==> src/rtl/lane_sync_pkg.sv <==
// Shared state encodings, sync-word constants and counter widths for lane_sync_ctrl.
package lane_sync_pkg;

    typedef enum logic [2:0] {
        ST_RST_DEC   = 3'd0,
        ST_WAIT_LOCK = 3'd1,
        ST_HUNT      = 3'd2,
        ST_VERIFY    = 3'd3,
        ST_ALIGNED   = 3'd4
    } lane_state_e;

    localparam logic [63:0] SYNC_WORD_DEF = 64'h78F678F678F678F6;
    localparam logic [1:0]  HDR_CTRL      = 2'b10;

    localparam int RETRAIN_W   = 8;
    localparam int SYNC_ERR_W  = 16;
    localparam int LOCK_LOSS_W = 8;
    localparam int RST_CTR_W   = 8;
    localparam int MF_CTR_W    = 13;
    localparam int TMR_W       = 17;
    localparam int SYNC_N_W    = 8;

endpackage

==> src/rtl/lane_sync_ctrl_sat_counter.sv <==
// Saturating up-counter with synchronous reset and clear; holds at all-ones.
module sat_counter #(
    parameter int WIDTH = 8
) (
    input  logic             clk_i,
    input  logic             rst_i,
    input  logic             clr_i,
    input  logic             inc_i,
    output logic [WIDTH-1:0] cnt_o
);

    logic [WIDTH-1:0] cnt_q;

    always_ff @(posedge clk_i) begin
        if (rst_i || clr_i)
            cnt_q <= '0;
        else if (inc_i && (cnt_q != {WIDTH{1'b1}}))
            cnt_q <= cnt_q + WIDTH'(1);
    end

    assign cnt_o = cnt_q;

endmodule

==> src/rtl/lane_sync_ctrl.sv <==
// Lane bring-up/supervision: decoder reset sequencing, lock wait, metaframe sync hunt/verify/track.
// Define LANE_STATS_EN to build the SYNC_ERR_CNT / LOCK_LOSS_CNT statistics counters.
module lane_sync_ctrl
    import lane_sync_pkg::*;
#(
    parameter int          MF_LEN       = 2048,
    parameter logic [63:0] SYNC_WORD    = SYNC_WORD_DEF,
    parameter int          RST_CYCLES   = 8,
    parameter int          LOCK_TIMEOUT = 4096,
    parameter int          GOOD_SYNC_N  = 4,
    parameter int          BAD_SYNC_N   = 4
) (
    input  logic                   USER_CLK,
    input  logic                   SYSTEM_RESET,
    input  logic [63:0]            DEC_DATA,
    input  logic [1:0]             DEC_HEADER,
    input  logic                   DEC_LOCKED,
    output logic                   DEC_RESET,
    output logic                   LANE_ALIGNED,
    output logic                   MF_START,
    output logic                   SYNC_ERR,
    output logic [2:0]             CTRL_STATE,
    output logic [RETRAIN_W-1:0]   RETRAIN_CNT,
    output logic [SYNC_ERR_W-1:0]  SYNC_ERR_CNT,
    output logic [LOCK_LOSS_W-1:0] LOCK_LOSS_CNT
);

    localparam logic [RST_CTR_W-1:0] RST_LAST  = RST_CTR_W'(RST_CYCLES - 1);
    localparam logic [TMR_W-1:0]     LOCK_LAST = TMR_W'(LOCK_TIMEOUT - 1);
    localparam logic [TMR_W-1:0]     HUNT_LAST = TMR_W'(2 * MF_LEN - 1);
    localparam logic [MF_CTR_W-1:0]  MF_LAST   = MF_CTR_W'(MF_LEN);
    localparam logic [SYNC_N_W-1:0]  GOOD_LAST = SYNC_N_W'(GOOD_SYNC_N - 1);
    localparam logic [SYNC_N_W-1:0]  BAD_LAST  = SYNC_N_W'(BAD_SYNC_N - 1);

    lane_state_e           state_q;
    logic                  dec_rst_q, aligned_q, mf_start_q, sync_err_q;
    logic [RST_CTR_W-1:0]  rst_ctr_q;
    logic [TMR_W-1:0]      tmr_q;
    logic [MF_CTR_W-1:0]   mf_ctr_q;
    logic [SYNC_N_W-1:0]   good_q, bad_q;

    logic sync_hit, check, retrain_d, sync_err_d;

    assign sync_hit   = (DEC_HEADER == HDR_CTRL) && (DEC_DATA == SYNC_WORD);
    assign check      = (mf_ctr_q == MF_LAST);
    // Lock loss outranks the sync check, so no error is flagged on a check cycle without lock.
    assign sync_err_d = DEC_LOCKED && check && !sync_hit &&
                        (state_q inside {ST_VERIFY, ST_ALIGNED});
    assign retrain_d  = ((state_q == ST_WAIT_LOCK) && !DEC_LOCKED && (tmr_q == LOCK_LAST)) ||
                        ((state_q == ST_HUNT) && DEC_LOCKED && !sync_hit && (tmr_q == HUNT_LAST));

    always_ff @(posedge USER_CLK) begin
        if (SYSTEM_RESET) begin
            state_q    <= ST_RST_DEC;
            dec_rst_q  <= 1'b1;
            aligned_q  <= 1'b0;
            mf_start_q <= 1'b0;
            sync_err_q <= 1'b0;
            rst_ctr_q  <= '0;
            tmr_q      <= '0;
            mf_ctr_q   <= '0;
            good_q     <= '0;
            bad_q      <= '0;
        end else begin
            mf_start_q <= 1'b0;
            sync_err_q <= sync_err_d;
            if (retrain_d) begin
                state_q   <= ST_RST_DEC;
                dec_rst_q <= 1'b1;
                rst_ctr_q <= '0;
                tmr_q     <= '0;
            end else if (!DEC_LOCKED && (state_q inside {ST_HUNT, ST_VERIFY, ST_ALIGNED})) begin
                state_q   <= ST_WAIT_LOCK;
                aligned_q <= 1'b0;
                tmr_q     <= '0;
                mf_ctr_q  <= '0;
                good_q    <= '0;
                bad_q     <= '0;
            end else begin
                case (state_q)
                    ST_RST_DEC: begin
                        if (rst_ctr_q == RST_LAST) begin
                            state_q   <= ST_WAIT_LOCK;
                            dec_rst_q <= 1'b0;
                            rst_ctr_q <= '0;
                            tmr_q     <= '0;
                        end else begin
                            rst_ctr_q <= rst_ctr_q + RST_CTR_W'(1);
                        end
                    end
                    ST_WAIT_LOCK: begin
                        if (DEC_LOCKED) begin
                            state_q <= ST_HUNT;
                            tmr_q   <= '0;
                        end else begin
                            tmr_q <= tmr_q + TMR_W'(1);
                        end
                    end
                    ST_HUNT: begin
                        if (sync_hit) begin
                            state_q  <= ST_VERIFY;
                            mf_ctr_q <= MF_CTR_W'(1);
                            good_q   <= SYNC_N_W'(1);
                        end else begin
                            tmr_q <= tmr_q + TMR_W'(1);
                        end
                    end
                    ST_VERIFY: begin
                        if (!check) begin
                            mf_ctr_q <= mf_ctr_q + MF_CTR_W'(1);
                        end else if (sync_hit) begin
                            mf_ctr_q <= MF_CTR_W'(1);
                            good_q   <= good_q + SYNC_N_W'(1);
                            if (good_q == GOOD_LAST) begin
                                state_q   <= ST_ALIGNED;
                                aligned_q <= 1'b1;
                                bad_q     <= '0;
                            end
                        end else begin
                            state_q  <= ST_HUNT;
                            mf_ctr_q <= '0;
                            good_q   <= '0;
                            tmr_q    <= '0;
                        end
                    end
                    ST_ALIGNED: begin
                        if (!check) begin
                            mf_ctr_q <= mf_ctr_q + MF_CTR_W'(1);
                        end else begin
                            // Flywheel: the metaframe position is kept even across a missed word.
                            mf_ctr_q <= MF_CTR_W'(1);
                            if (sync_hit) begin
                                mf_start_q <= 1'b1;
                                bad_q      <= '0;
                            end else if (bad_q == BAD_LAST) begin
                                state_q   <= ST_HUNT;
                                aligned_q <= 1'b0;
                                mf_ctr_q  <= '0;
                                good_q    <= '0;
                                bad_q     <= '0;
                                tmr_q     <= '0;
                            end else begin
                                bad_q <= bad_q + SYNC_N_W'(1);
                            end
                        end
                    end
                    default: begin
                        state_q   <= ST_RST_DEC;
                        dec_rst_q <= 1'b1;
                        aligned_q <= 1'b0;
                        rst_ctr_q <= '0;
                    end
                endcase
            end
        end
    end

    sat_counter #(.WIDTH(RETRAIN_W)) u_retrain_cnt (
        .clk_i (USER_CLK),
        .rst_i (SYSTEM_RESET),
        .clr_i (1'b0),
        .inc_i (retrain_d),
        .cnt_o (RETRAIN_CNT)
    );

`ifdef LANE_STATS_EN
    sat_counter #(.WIDTH(SYNC_ERR_W)) u_sync_err_cnt (
        .clk_i (USER_CLK),
        .rst_i (SYSTEM_RESET),
        .clr_i (1'b0),
        .inc_i (sync_err_d),
        .cnt_o (SYNC_ERR_CNT)
    );

    sat_counter #(.WIDTH(LOCK_LOSS_W)) u_lock_loss_cnt (
        .clk_i (USER_CLK),
        .rst_i (SYSTEM_RESET),
        .clr_i (1'b0),
        .inc_i (!DEC_LOCKED && (state_q inside {ST_HUNT, ST_VERIFY, ST_ALIGNED})),
        .cnt_o (LOCK_LOSS_CNT)
    );
`else
    assign SYNC_ERR_CNT  = '0;
    assign LOCK_LOSS_CNT = '0;
`endif

    assign DEC_RESET    = dec_rst_q;
    assign LANE_ALIGNED = aligned_q;
    assign MF_START     = mf_start_q;
    assign SYNC_ERR     = sync_err_q;
    assign CTRL_STATE   = state_q;

endmodule

==> config.mk <==
export PLATFORM = sky130hd
export DESIGN_NAME = lane_sync_ctrl
export DESIGN_NICKNAME = d
export VERILOG_FILES = /design/src/rtl/lane_sync_pkg.sv /design/src/rtl/lane_sync_ctrl_sat_counter.sv /design/src/rtl/lane_sync_ctrl.sv
export SDC_FILE = /design/constraint.sdc
export NUM_CORES = 1
export LEC_CHECK = 0
export CAP_MARGIN = 0
export CORE_MARGIN = 2
export CORE_UTILIZATION = 51
export CTS_CLUSTER_DIAMETER = 200
export DETAILED_ROUTE_END_ITERATION = 12
export PLACE_DENSITY = 0.91
export SYNTH_ARGS = -nofsm -noshare
export SYNTH_HDL_FRONTEND = slang
export SYNTH_HIERARCHICAL = 1
export SYNTH_SLANG_ARGS = --single-unit
export TNS_END_PERCENT = 5
==> constraint.sdc <==
create_clock -name USER_CLK -period 3.7 [get_ports USER_CLK]
set_clock_uncertainty 0.15 [all_clocks]
set_input_delay 1.11 -clock USER_CLK [delete_from_list [all_inputs] [get_ports USER_CLK]]
set_output_delay 1.11 -clock USER_CLK [all_outputs]
set_load 0.01 [all_outputs]
# Word level (Yosys, flattened, before mapping)
# Cells that the tools add are included.
[word_totals]
ff_bits = 69
wordCells = 147
output_inout_bits = 39
[op_classes]
n_bitwise = 5
n_reduce_logical = 34
add_sub_neg = 6
n_eq_ne = 33
mux = 57
[ops]
columns = ["operator", "count"]
rows = [
  ["$mux 17", 8],
  ["$mux 8", 15],
  ["$pmux 17 s5", 1],
  ["$eq 64x63->1 const B", 1],
  ["$mux 13", 4],
  ["$pmux 13 s3", 1],
  ["$add 8x1->8 const B", 4],
  ["$pmux 8 s2", 2],
  ["$reduce_and 8->1", 4],
  ["$mux 3", 9],
  ["$pmux 8 s3", 1],
  ["$ne 3x2->1 const B", 7],
  ["$add 17x1->17 const B", 1],
  ["$eq 17x12->1 const B", 1],
  ["$eq 8x2->1 const B", 2],
  ["$ne 2x2->1 const B", 8],
  ["$pmux 3 s5", 1],
  ["$add 13x1->13 const B", 1],
  ["$eq 13x12->1 const B", 1],
  ["$mux 1", 13],
  ["$logic_and 1x1->1", 11],
  ["$eq 8x3->1 const B", 1],
  ["$ne 8x8->1 const B", 1],
  ["$reduce_and 7->1", 1],
  ["other kinds (25)", 36],
]

# Longest topological paths before layout
[logic_depth]
depth_word = 8
mapped_depth = 11
depth_no_buf = 9

# By module
# The synthesis kept the hierarchy.
[modules_own_cells]
columns = ["module", "n_inst", "seq_area_each_um2", "area_per_inst_um2", "cells_each"]
rows = [
  ["lane_sync_ctrl", 1, 1221.2, 4092.7, 507],
  ["sat_counter", 1, 160.2, 421.7, 48],
]

# Worst setup path before layout
# Ideal clock, no wire load.
[synth_path]
kind = "input -> register"
startpoint = "in DEC_DATA[9]"
endpoint = "reg state_q[0], in the netlist CTRL_STATE[0]"
arrival_ps = 2933
required_ps = 3427
path_stages = 7
setup_slack_ps = 494
n_path_buf = 0
setup_time_ps = 123
path_cell_list = "or4b_2 nor4_1 nand4_1 o31ai_2 a21o_1 a211o_1 mux2_1"
[synth_via]
elab_chain_cells = 7
[synth_rtl]
columns = ["element", "line_no", "text"]
rows = [
  ["start: declaration", "lane_sync_ctrl.sv:15", "input logic [63:0] DEC_DATA,"],
  ["$eq 64x63->1 (*)", "lane_sync_ctrl.sv:44", "assign sync_hit = (DEC_HEADER == HDR_CTRL) && (DEC_DATA == SYNC_WORD);"],
  ["$logic_and 1x1->1 (*)", "lane_sync_ctrl.sv:44", ""],
  ["branches (longest 5 deep; another with $pmux 3 s5)", "n/a", ""],
  ["end signal: assignment", "lane_sync_ctrl.sv:54", "state_q <= ST_RST_DEC;"],
  ["end signal: assignment", "lane_sync_ctrl.sv:68", "state_q <= ST_RST_DEC;"],
  ["end signal: assignment", "lane_sync_ctrl.sv:73", "state_q <= ST_WAIT_LOCK;"],
  ["end: declaration", "lane_sync_ctrl.sv:35", "lane_state_e state_q;"],
]
# Every way passes the cells marked *. The select of a mux whose other input is x is not followed.
# A chain may end at the register's enable or synchronous reset.

# Worst setup path in the final report
[layout_path]
startpoint = "in DEC_DATA[31]"
endpoint = "reg u_retrain_cnt.cnt_q[6], in the netlist u_retrain_cnt/cnt_o[6]"
[layout_via]
elab_chain_cells = 7
[layout_rtl]
columns = ["element", "line_no", "text"]
rows = [
  ["$eq 64x63->1", "lane_sync_ctrl.sv:44", ""],
  ["$logic_and 1x1->1", "lane_sync_ctrl.sv:44", ""],
  ["$logic_not 1->1", "lane_sync_ctrl.sv:50", "((state_q == ST_HUNT) && DEC_LOCKED && !sync_hit && (tmr_q == HUNT_LAST));"],
  ["$logic_and 1x1->1 (2 in series)", "lane_sync_ctrl.sv:50", ""],
  ["$logic_or 1x1->1", "lane_sync_ctrl.sv:49", "assign retrain_d = ((state_q == ST_WAIT_LOCK) && !DEC_LOCKED && (tmr_q == LOCK_LAST)) ||"],
  ["net retrain_d", "lane_sync_ctrl.sv:42", "logic sync_hit, check, retrain_d, sync_err_d;"],
  ["$logic_and 1x1->1", "lane_sync_ctrl_sat_counter.sv:17", "else if (inc_i && (cnt_q != {WIDTH{1'b1}}))"],
  ["end signal: assignment", "lane_sync_ctrl_sat_counter.sv:18", "cnt_q <= cnt_q + WIDTH'(1);"],
  ["end: declaration", "lane_sync_ctrl_sat_counter.sv:12", "logic [WIDTH-1:0] cnt_q;"],
]
# The timed path passes the listed nets, and every way through them passes these cells.

==> reports/metrics.csv <==
stage;metric;value;unit
setup_path;crit path capture type;flop;
global_routing;pin count of the biggest net entering global routing;21;
die;Die Area;0.00962;sq mm
synthesis;top_reg_cell synth;dfxtp_1;
die;Die W;98.1;microns
sta;FMAX;281;MHz
sta;Fin Hold WS;0.347;ns
global_routing;global-route wire length before repair;20200;microns
cells_and_area;post-route design area;0.00570;sq mm
min_path;Hold Startpoint;bad_q[7]$_SDFFE_PP0P_;
cells_and_area;ant diodes;0;
setup_path;CP max stage delay;0.50;ns
global_routing;gr ovfl total;0;
cts;Clock Pin Slew Worst Setup and Hold Paths;0.07;ns
cts;TritonCTS clock tree;built;
cts;Setup Buffers After CTS;0;
synthesis;Area contributors post-synth;dfxtp_1 (31%), a21oi_1 (5.1%), buf_4 (4.5%);
cells_and_area;nets;739;
die;Cell Rows;34;
cells_and_area;synth-to-layout area growth;26.2;%
synthesis;Seq/Total Area, Yosys;30.6;%
sta;final setup fails;0;
pwr;maximum VDD drop;0.155;mV
cts;clock buffers created by TritonCTS;9;
die;Core Box Area;0.00864;sq mm
synthesis;largest area contributor in the netlist;dfxtp_1;
global_routing;vias in the first global route;4617;
route;Post-route DRC;0;
setup_path;Worst EP required;3.80;ns
outcome;status;complete, no violations;
min_path;Hold Path Class;flop to flop;
synthesis;Cell variety after synth;78;
global_routing;initial antenna violation count;0;
synthesis;Post-Syn Area;0.00451;sq mm
setup_path;Worst Setup SP;DEC_DATA[31];
route;total number of vias;4801;
cts;clk buf depth;2;
sta;unrepaired setup endpoints after global routing;false;
cells_and_area;Final Util;66.0;%
route;DR iter-0 viols;240;
place;Post-Place Setup Slack;-0.191;ns
sta;Max Slew Vio Count;0;
synthesis;Yosys reg bits;69;
synthesis;gate count of the mapped netlist;555;
cells_and_area;layout cells sized above 1;11.9;%
setup_path;CP Class;input port to flop;
sta;Final Cycle Share;96.3;%
synthesis;async set or reset register ratio after synthesis;0;%
cts;cts hold-fix bufs;0;
setup_path;type of origin of the critical path;input port;
synthesis;mean post-synth cell area;8.13;sq um
synthesis;share of the synthesized area in the top cell type;30.6;%
sta;Tmin final;3.56;ns
place;DP HPWL;9460;microns
synthesis;Ys Warns;6;
setup_path;CP Cell Sequence;clkdlybuf4s50_1, nand4bb_1, nor4_1, buf_4, and4_2, a21oi_1, nand2_1, a21oi_1, nand3_1, or4_1, and3_1;
cts;clock sink total;69;
route;via density per instance;6.20;
route;total wire length;12300;microns
place;IO Port Bufs;83;
cts;clock latency on the worst-skew pair;0.36;ns
place;Placed Instances;760;
route;post-route ant nets;0;
cts;H-Tree Level Count;3;
pwr;Leak;2.03;nW
route;DRT Pass-1 Iters;5;
job;max-capacitance violation count;0;
die;Top Ports;108;
sta;final hold violations;0;
cells_and_area;Layout Cells excl Fill;774;
die;starting density of the core;52.3;%
die;Die H;98.1;microns
place;GPL Wtd Cong;0.950;
setup_path;R2R Path Start;tmr_q[3]$_SDFFE_PP0P_;
cts;CTS Root Cell;clkbuf_8;
setup_path;Critical Path AT;3.66;ns
pwr;Total Power;1.70;mW
synthesis;Post-synth EDFFs;0;
sta;final worst slack;0.138;ns
route;drt wl/cell;15.9;microns
sta;worst slew pin tran;1.00;ns
sta;Max-slew headroom;32.9;%
sta;setup TNS;0;ns
pwr;pwr/cell area;298;mW/mm^2
cts;post-cts resize count;0;
cells_and_area;most common cell after layout, fill and taps aside;clkdlybuf4s50_1;
setup_path;CP dominant cell by count;a21oi_1;
setup_path;CP Max Fanout;5;
cells_and_area;most frequent cells in the layout;clkdlybuf4s50_1 (83), dfxtp_1 (69), nor2_1 (49);
place;Post-DP Area;0.00553;sq mm
global_routing;gr usage total;25.2;%
setup_path;Slowest cell on crit path;clkdlybuf4s50_1;
final timing paths:
path	endpoint	slack, ns	cells after the start
max	u_retrain_cnt/cnt_o[6]$_SDFFE_PP0P_	0.14	11
min	bad_q[7]$_SDFFE_PP0P_	0.35	1
max reg2reg	u_retrain_cnt/cnt_o[6]$_SDFFE_PP0P_	0.70	8
min reg2reg	bad_q[7]$_SDFFE_PP0P_	0.35	1
flip-flops by register name, indices dropped and copies added (netlist names):
register / count
bad_q: 8
mf_ctr_q: 13
u_retrain_cnt/cnt_o: 8
good_q: 8
MF_START: 1
DEC_RESET: 1
rst_ctr_q: 8
SYNC_ERR: 1
tmr_q: 17
LANE_ALIGNED: 1
CTRL_STATE: 3
power breakdown:
group / leakage, nW / switching (mW) / internal, mW
clock network: 0.0881 / 0.276 / 0.270
registers: 0.556 / 0.0243 / 0.761
logic: 1.39 / 0.195 / 0.171
total: 2.03 / 0.496 / 1.20
cell usage after synthesis (all sizes together) (6+ instances only):
| cell | n |
|---|---|
| dfxtp | 69 |
| a21oi | 49 |
| nor2 | 49 |
| buf | 40 |
| nand2 | 35 |
| o21ai | 34 |
| and3 | 21 |
| nor3 | 20 |
| nand3 | 19 |
| a311oi | 12 |
| nand2b | 12 |
| nand4 | 12 |
| nand4b | 12 |
| inv | 11 |
| nor4 | 11 |
| or3 | 10 |
| clkbuf | 8 |
| o211ai | 8 |
| xor2 | 8 |
| ha | 7 |
| nor2b | 7 |
| a31oi | 6 |
| and2 | 6 |
| mux2i | 6 |
| o2111ai | 6 |
cell type report:
| type | instances | area, sq um |
|---|---|---|
| inverter | 11 | 41.3 |
| timing repair buffer | 117 | 1090 |
| multi-input combinational | 455 | 2890 |
| sequential | 69 | 1380 |
| clock inverter | 2 | 10.0 |
| fill | 665 | 2940 |
| tap | 108 | 135 |
| clock buffer | 12 | 155 |
per-layer routing:
metal | part of all wire, % | track usage, % | vias up
li1 | - | - | 2264
met1 | 40 | 28.7 | 2250
met2 | 49 | 44.1 | 249
met3 | 7.4 | 5.94 | 38
met4 | 3.3 | 12.8 | 0
met5 | 0 | 0 | -
cell families after synthesis:
logic type	Yosys count	share of synthesized area, %
other	1	0.0831
buffers and inverters	59	7.87
adders and majority gates	7	1.94
DFF	69	30.6
muxes	7	1.58
AOI/OAI and AO/OA	144	21.7
xor gates and xnor gates	10	1.94
and+or+nand+nor	258	34.3
worst max-delay path, delay by kind of cell:
| kind | cells | cell delay, ns |
|---|---|---|
| buffers and inverters | 2 | 0.63 |
| AO/OA/AOI/OAI | 2 | 0.60 |
| AND/OR/NAND/NOR | 7 | 1.32 |
Power figures use the tool's default switching activity.
